`src/rtl/rr_arbiter8.sv`:
```
// rr_arbiter8: 8-way round-robin arbiter with a registered one-hot grant.
//
// A winner is picked from req by a rotating-priority search that starts at ptr.
// The grant is held until the owner raises done or drops its request. On
// release, priority rotates so that the previous winner becomes the lowest
// priority. There is always at least one idle cycle between two grants.
//
// Optional feature, enabled by defining the macro ARB_TIMEOUT_EN:
//   a hold counter forces a release after HOLD_MAX cycles in GRANT and
//   pulses timeout for one cycle. Without the macro, timeout is tied to 0.
//
// Parameters:
//   HOLD_MAX  max cycles a grant may be held (ARB_TIMEOUT_EN only), 1..2**CNT_W-1
//   CNT_W     hold counter width, 2**CNT_W > HOLD_MAX
//
// Ports:
//   clk        in   single clock, posedge
//   rst        in   synchronous reset, active-high
//   req[7:0]   in   request vector, bit i = requester i
//   done       in   owner releases the resource (only looked at in GRANT)
//   gnt[7:0]   out  registered one-hot grant, zero when idle
//   gnt_id     out  binary index of the owner, valid when gnt_valid=1
//   gnt_valid  out  high while a grant is held
//   timeout    out  one-cycle pulse on a forced release

module rr_arbiter8 #(
    parameter int unsigned HOLD_MAX = 15,
    parameter int unsigned CNT_W    = 4
) (
    input  logic       clk,
    input  logic       rst,
    input  logic [7:0] req,
    input  logic       done,
    output logic [7:0] gnt,
    output logic [2:0] gnt_id,
    output logic       gnt_valid,
    output logic       timeout
);

    typedef enum logic [0:0] {StIdle, StGrant} state_e;

    state_e     state_q;
    logic [2:0] ptr_q;
    logic [2:0] win;
    logic       win_found;
    logic [2:0] idx;
    logic       rel;

    // Reject configurations where the counter cannot reach HOLD_MAX-1.
    if (HOLD_MAX < 1 || HOLD_MAX >= (1 << CNT_W)) begin : g_bad_cfg
        $error("rr_arbiter8: HOLD_MAX must be in 1..2**CNT_W-1");
    end

    // Rotating search: first set request at ptr, ptr+1, ... (mod 8).
    always_comb begin
        win       = 3'd0;
        win_found = 1'b0;
        idx       = 3'd0;
        for (int i = 0; i < 8; i++) begin
            idx = ptr_q + 3'(i);
            if (!win_found && req[idx]) begin
                win       = idx;
                win_found = 1'b1;
            end
        end
    end

    // Owner lets go, either explicitly or by dropping its own request.
    assign rel = done || !req[gnt_id];

`ifdef ARB_TIMEOUT_EN
    logic [CNT_W-1:0] hold_cnt_q;
    logic             timeout_q;
    logic             limit;

    assign limit   = (hold_cnt_q == CNT_W'(HOLD_MAX - 1));
    assign timeout = timeout_q;

    always_ff @(posedge clk) begin
        if (rst) begin
            state_q    <= StIdle;
            gnt        <= 8'h00;
            gnt_id     <= 3'd0;
            gnt_valid  <= 1'b0;
            ptr_q      <= 3'd0;
            hold_cnt_q <= '0;
            timeout_q  <= 1'b0;
        end else begin
            unique case (state_q)
                StIdle: begin
                    timeout_q <= 1'b0;
                    if (win_found) begin
                        gnt_id     <= win;
                        gnt        <= 8'b1 << win;
                        gnt_valid  <= 1'b1;
                        hold_cnt_q <= '0;
                        state_q    <= StGrant;
                    end
                end
                StGrant: begin
                    // A normal release in the limit cycle wins over the timeout.
                    if (rel || limit) begin
                        gnt       <= 8'h00;
                        gnt_valid <= 1'b0;
                        ptr_q     <= gnt_id + 3'd1;
                        timeout_q <= !rel;
                        state_q   <= StIdle;
                    end else begin
                        hold_cnt_q <= hold_cnt_q + 1'b1;
                    end
                end
                default: state_q <= StIdle;
            endcase
        end
    end
`else
    assign timeout = 1'b0;

    always_ff @(posedge clk) begin
        if (rst) begin
            state_q   <= StIdle;
            gnt       <= 8'h00;
            gnt_id    <= 3'd0;
            gnt_valid <= 1'b0;
            ptr_q     <= 3'd0;
        end else begin
            unique case (state_q)
                StIdle: begin
                    if (win_found) begin
                        gnt_id    <= win;
                        gnt       <= 8'b1 << win;
                        gnt_valid <= 1'b1;
                        state_q   <= StGrant;
                    end
                end
                StGrant: begin
                    if (rel) begin
                        gnt       <= 8'h00;
                        gnt_valid <= 1'b0;
                        ptr_q     <= gnt_id + 3'd1;
                        state_q   <= StIdle;
                    end
                end
                default: state_q <= StIdle;
            endcase
        end
    end
`endif

endmodule

```
`config.mk`:
```
export PLATFORM = sky130hd
export DESIGN_NAME = rr_arbiter8
export DESIGN_NICKNAME = d
export VERILOG_FILES = /design/src/rtl/rr_arbiter8.sv
export SDC_FILE = /design/constraint.sdc
export NUM_CORES = 1
export LEC_CHECK = 0
export ABC_AREA = 1
export CAP_MARGIN = 15
export CORE_ASPECT_RATIO = 0.9
export CORE_UTILIZATION = 53
export CTS_CLUSTER_SIZE = 24
export DETAILED_ROUTE_END_ITERATION = 8
export GPL_TIMING_DRIVEN = 0
export PLACE_DENSITY_LB_ADDON = 0.25
export SYNTH_ARGS = -nofsm -noshare
export SYNTH_HDL_FRONTEND = slang
export SYNTH_SLANG_ARGS = --single-unit
```
`constraint.sdc`:
```
create_clock -name clk -period 3.05 [get_ports clk]
set_clock_uncertainty 0.1 [all_clocks]
set_input_delay 0.61 -clock clk [delete_from_list [all_inputs] [get_ports clk]]
set_output_delay 0.61 -clock clk [all_outputs]
set_load 0.005 [all_outputs]
```
==> impl_results.md, run 1 <==
- Number of global-route vias before repair: 1261
- P&R area growth vs syn: 20.3%
- Avg WL per Cell: between 10 and 15 um
- Total grt overflow: 0
- Reg2reg setup slack: about 0.34 ns
- Ys async rst share: 0%
- Dpl hpwl: about 2700 um
- Met1 Use GR: 36.7%
- Register clock-pin slew on the reported worst setup and hold paths: 0.09 ns
- Total GRT Usage: 24.6%
- Final Hold Viols: 0
- Routed vias: approximately 1500
- RSZ-0062 raised after global routing: false
- Post-Syn Instances: ~230
- Worst R2R Start: ptr_q[0]
- Worst-skew pair later-pin latency: 0.29 ns
- Maximum vdd drop: 502 uV
- Max Cap Violations: 0
- Status: finished, final reports clean
- CTS H-tree depth: 1
- Clk buf depth: 2
- Internal power: between 800 and 900 uW
- Core footprint: 2550 um2
- Ratio of cells with drive above 1 in the final layout: 18.4%
- Post-synthesis net count: approximately 250
- Ant. Diodes: 0
- Critical Path RT: 3.17 ns
- Initial DRC Count: 68
- First-pass GRT wire length: about 5700 um
- Yosys reg bits: 16
- GR Util met3: 4.44%
- Sw Share: a little over half
- Die Footprint: around 3000 um2
- DIE HEIGHT: ~52 um
- Hold buffer count at cts: 0
- Type of origin of the critical path: flip-flop
- Cell Pwr Density: 983 nW/um2
- Critical path arrival: roughly 2.8 ns
- Final period util: roughly 90%
- Initial Util: 58.3%
- Fill cell count: roughly 230
- Worst setup EP type: flip-flop
- Crit-path max FO: 10
- Final setup margin: roughly 0.34 ns
- Top Usage Layer GRT: met2
- Leak pwr: approximately 0.00082 uW
- Post-synth EDFFs: 0
- Mean area per synthesized cell: 6.45 um2
- Place WS: roughly 0.067 ns
- DRT Wirelength: between 3000 and 4000 um
- Top post-synthesis cells by area: dfxtp_1 22%, nand2_1 12%, nand3_1 10%, nor2_1 6.8%, inv_1 5.8%
- Max Slew Vio Count: 0
- Post-route ant nets: 0
- Clock root buffer: clkbuf_4
- First drt pass iteration count: 4
- CTS tree: yes
- Critical path launch point: ptr_q[0]
- Flop pwr share: about a fifth
- Ports: 24
- Count of final setup violators: 0
- Kind of critical path: flip-flop to flip-flop
- Seq/Total Area, Yosys: roughly 22%
- HP Start: gnt[0]
- Area leader, netlist: dfxtp_1
- Min-Delay Path Class: flip-flop to flip-flop
- Syn Std Cell Area: 1490 um2
- Total Nets Final: roughly 270
- Initial antenna violation count: 0
- Sink Count: 16
- Routability cong.: 0.917
- Die Width: between 50 and 60 um
- Max frequency: 369 MHz
- Sw power: roughly 940 uW
- Met2 usage: 37.0%
- Clock network fraction of total power: under 10%
- Ys Warns: 0
- Synth cell types: 34
- Min Tclk post-route: approximately 2.7 ns
- Synth top area share: between 20% and 30%
- Number of port buffers: 21
- Total Neg Setup Slack: 0 ns
- Comb power frac: 73.2%
- Num CTS Buffers: 3
- DR vias/cell: ~5.3
- DRC: 0
- Design Power: about 1800 uW
- Synth Flop Type: dfxtp_1
- Site row count: 17
- Largest net degree at the start of global routing: 11
-- synth_stat cells (all sizes together), types with 2 or more instances --
cell type and number:
nor2 38, nand4 7, xor2 3, inv 27
nand3 38, xnor2 2, a21oi 10, o21ai 13
ha 3, nand2 58, buf 6, dfxtp 16
-- state kept, by name (all words and copies together) (netlist names) --
name / flops
gnt_valid: 1
gnt_id: 3
ptr_q: 3
gnt: 8
state_q: 1
-- power groups by stage --
stage / sequential [uW] / combinational [uW] / clock, uW
6_report: 328 / 1290 / 144
5_1_grt: 338 / 1450 / 156
4_1_cts: 328 / 1250 / 146
3_5_place_dp: 333 / 1240 / 0
3_3_place_gp: 331 / 1220 / 0
2_1_floorplan: 326 / 948 / 0
-- cells by family (layout without fill, tap and decap cells) --
family / count (synthesis) / in the layout / synth area share, %
flops: 16 / 16 / 21.5
compound gates: 30 / 30 / 11.3
buf+inv: 33 / 58 / 10.1
mux: 1 / 1 / 0.672
xor+xnor: 5 / 5 / 2.94
fa+ha+maj: 3 / 3 / 2.52
other cells: 1 / 1 / 0.252
simple gates: 142 / 142 / 50.7
-- worst paths after layout --
check,endpoint,cells past startpoint
setup / recovery,gnt[1],17
hold / removal,gnt[0],2
setup reg to reg,gnt[1],17
hold reg to reg,gnt[0],2
-- layout make-up --
class	instances	area [um2]	share of cell area [%]
repair buffers	21	210	11.7
flip-flops and latches	16	320	17.9
inverters	27	109	6.08
well taps	28	35.0	1.96
clock buffers	4	36.3	2.03
plain buffers	6	43.8	2.45
multi-input cells	182	1040	57.9
-- per-layer routing --
layer | share of wire (%) | vias up
li1 | - | 814
met1 | 50 | 643
met4 | 0.57 | 0
met2 | 42 | 44
met3 | 7.3 | 5
met5 | 0 | -
-- cell usage in the layout, fill, tap and decap left out, types with 2 or more instances in the layout --
master           count
buf_2                2
nand2_2              8
inv_1               22
ha_1                 2
nand2_4              3
nor2_1              27
nand3_2              8
nand2_1             47
nor2_4               3
dfxtp_1             16
o21ai_0             13
clkdlybuf4s50_1     21
inv_4                3
inv_2                2
nand3_1             30
xnor2_1              2
nor2_2               7
buf_6                2
nand4_1              6
clkbuf_4             3
xor2_1               3
a21oi_1             10
-- through the flow --
stage	hold slack, ns	util [%]	instances	cell area [um2]
after floorplan	0.360	-	231	1490
after global placement	0.352	67.9	280	1730
after detailed placement	0.358	67.9	280	1730
after CTS	0.375	69.4	284	1770
after global routing	0.393	70.1	284	1790
final	0.367	70.1	284	1790
-- critical path: stages (launching register included) --
cell     delay [ns]
dfxtp_1        0.37
buf_6          0.14
inv_4          0.04
buf_6          0.15
ha_4           0.28
inv_4          0.10
nand3_2        0.10
nand3_1        0.15
nand2_2        0.09
nor2_4         0.12
nand4_2        0.12
nor2_4         0.21
nand3_1        0.09
nand2_1        0.12
nand2_1        0.09
nor2_2         0.14
nand2_1        0.08
a21oi_1        0.14
-- repair_timing --
item,4_1_cts,5_1_grt
endpoints found under the setup margin,0,11
buffers inserted,0,0
gates resized for setup,0,5
Power figures use the tool's default switching activity.
==> run 2: changes to the inputs <==
--- a/config.mk
+++ b/config.mk
@@ -11,7 +11,7 @@
 export CORE_UTILIZATION = 53
 export CTS_CLUSTER_SIZE = 24
 export DETAILED_ROUTE_END_ITERATION = 8
-export GPL_TIMING_DRIVEN = 0
+export HOLD_SLACK_MARGIN = 0.05
 export PLACE_DENSITY_LB_ADDON = 0.25
 export SYNTH_ARGS = -nofsm -noshare
 export SYNTH_HDL_FRONTEND = slang
==> impl_results.md, run 2 (synthesis gave the netlist of run 1 again) <==
- First drt pass iteration count: 4 (unchanged)
- Num CTS Buffers: 3 (unchanged)
- Post-route ant nets: 0 (unchanged)
- Ratio of cells with drive above 1 in the final layout: 17.6% (-0.78 points)
- Avg WL per Cell: 11.7 um (-1.5%)
- Most frequent cells in the layout: 47 x nand2_1, 30 x nand3_1, 27 x nor2_1
- Max frequency: 378 MHz (+2.3%)
- Fill cell count: 219 (-6.0%)
- Placed insts: 280 (unchanged)
- DRC: 0 (unchanged)
- Number of global-route vias before repair: 1294 (+2.6%)
- DRT Wirelength: 3310 um (-1.5%)
- Most common cell after layout, fill and taps aside: nand2_1
- Maximum vdd drop: 521 uV (+3.9%)
- RSZ-0062 raised after global routing: false
- Sink Count: 16 (unchanged)
- Resized cells post-CTS: 0 (unchanged)
- Ant. Diodes: 0 (unchanged)
- Type of origin of the critical path: flip-flop
- Design Power: 1750 uW (-0.77%)
- Max Cap Violations: 0 (unchanged)
- Critical path launch point: ptr_q[0]
- Clock root buffer: clkbuf_4
- Critical Path RT: 3.18 ns (about the same)
- Total grt overflow: 0 (unchanged)
- Final Hold Viols: 0 (unchanged)
- DR vias/cell: 5.38 (+1.5%)
- Min-Delay Path Class: flip-flop to flip-flop
- P&R area growth vs syn: 19.2%
- Routability cong.: 0.948 (+3.4%)
- Final period util: 86.8% (-2.0 points)
- Largest net degree at the start of global routing: 14 (+3)
- Total Nets Final: 271 (unchanged)
- Max Slew Vio Count: 0 (unchanged)
- Dpl hpwl: 2690 um (-0.33%)
- Cell area after layout: 1770 um2 (-0.91%)
- Die Width: 57.9 um (unchanged)
- CTS H-tree depth: 1 (unchanged)
- Non-Filler Instances: 284 (unchanged)
- Setup Buffers After CTS: 0 (unchanged)
- Ports: 24 (unchanged)
- Layout Utilization: 69.5% (-0.64 points)
- Worst setup EP type: flip-flop
- Routed vias: 1529 (+1.5%)
- HP Start: gnt[5]
- Most flop-heavy register: gnt
- Initial antenna violation count: 0 (unchanged)
- Site row count: 17 (unchanged)
- Total GRT Usage: 23.8% (-0.86 points)
- Status: finished, final reports clean
- Critical path arrival: 2.77 ns (-0.06 ns)
- CTS tree: yes
- Register clock-pin slew on the reported worst setup and hold paths: 0.10 ns (about the same)
- Core footprint: 2550 um2 (unchanged)
- DIE HEIGHT: 52.3 um (unchanged)
- Total Neg Setup Slack: 0 ns (unchanged)
- Placement Cell Area: 1740 um2 (+0.22%)
- Hold buffer count at cts: 0 (unchanged)
- Crit-path max FO: 13 (+3)
- Initial DRC Count: 84 (+24%)
- Initial Util: 58.3% (unchanged)
- Cell Pwr Density: 984 nW/um2 (+0.14%)
- Number of port buffers: 22 (+4.8%)
- Min Tclk post-route: 2.65 ns (-0.0598 ns)
- Count of final setup violators: 0 (unchanged)
- Die Footprint: 3030 um2 (unchanged)
- Biggest regs: gnt (8), gnt_id (3), ptr_q (3)
- Worst-skew pair later-pin latency: 0.29 ns (about the same)
- First-pass GRT wire length: 5610 um (-1.6%)
- Kind of critical path: flip-flop to flip-flop
- Worst R2R Start: ptr_q[0]
- Max reg flops: 8 (unchanged)
- Clk buf depth: 2 (unchanged)
- Leak pwr: 0.000821 uW (-0.16%)
run 2: per-layer routing:
metal	track usage, %	part of all wire (%)	vias to the layer above
li1	-	-	812
met1	35.5	52	669
met2	36.0	42	48
met3	4.44	5.9	0
met4	3.17	0	0
met5	0	0	-
run 2: critical path, stage by stage, from the launching register on:
cell and delay [ns]:
dfxtp_1 0.38, inv_4 0.11, ha_1 0.32, inv_1 0.17
nand3_2 0.12, nand2_2 0.07, nor2_1 0.06, a31oi_1 0.24
inv_1 0.14, nor2_4 0.20, nand3b_4 0.11, nand2_4 0.09
inv_4 0.07, nor2_8 0.11, inv_2 0.08, nor2_2 0.08
nor2_1 0.05, nor2_1 0.08
run 2: through the flow:
step / worst slack, ns / hold slack (ns)
2_1_floorplan: 0.462 / 0.360
3_3_place_gp: 0.204 / 0.354
3_5_place_dp: 0.196 / 0.354
4_1_cts: 0.406 / 0.368
5_1_grt: 0.162 / 0.395
6_report: 0.402 / 0.370
run 2: cell type report:
| class | instances | area [um2] | share of cell area (%) |
|---|---|---|---|
| Multi-Input combinational cell | 182 | 1020 | 57.4 |
| Inverter | 27 | 106 | 5.99 |
| Clock buffer | 4 | 36.3 | 2.05 |
| Sequential cell | 16 | 320 | 18.1 |
| Tap cell | 28 | 35.0 | 1.97 |
| Timing Repair Buffer | 27 | 258 | 14.5 |
run 2: final timing paths:
check / to / cells after the start / slack [ns]
min reg2reg: gnt[5] / 2 / 0.37
max: gnt[6] / 17 / 0.40
max reg2reg: gnt[6] / 17 / 0.40
min: gnt[5] / 2 / 0.37
run 2: power breakdown:
part | total (uW) | internal (uW) | switching [uW] | leakage, uW
clock | 142 | 72.7 | 69.3 | 0.0000210
combinational | 1270 | 471 | 796 | 0.000669
sequential | 337 | 273 | 63.5 | 0.000131
total | 1750 | 817 | 929 | 0.000821
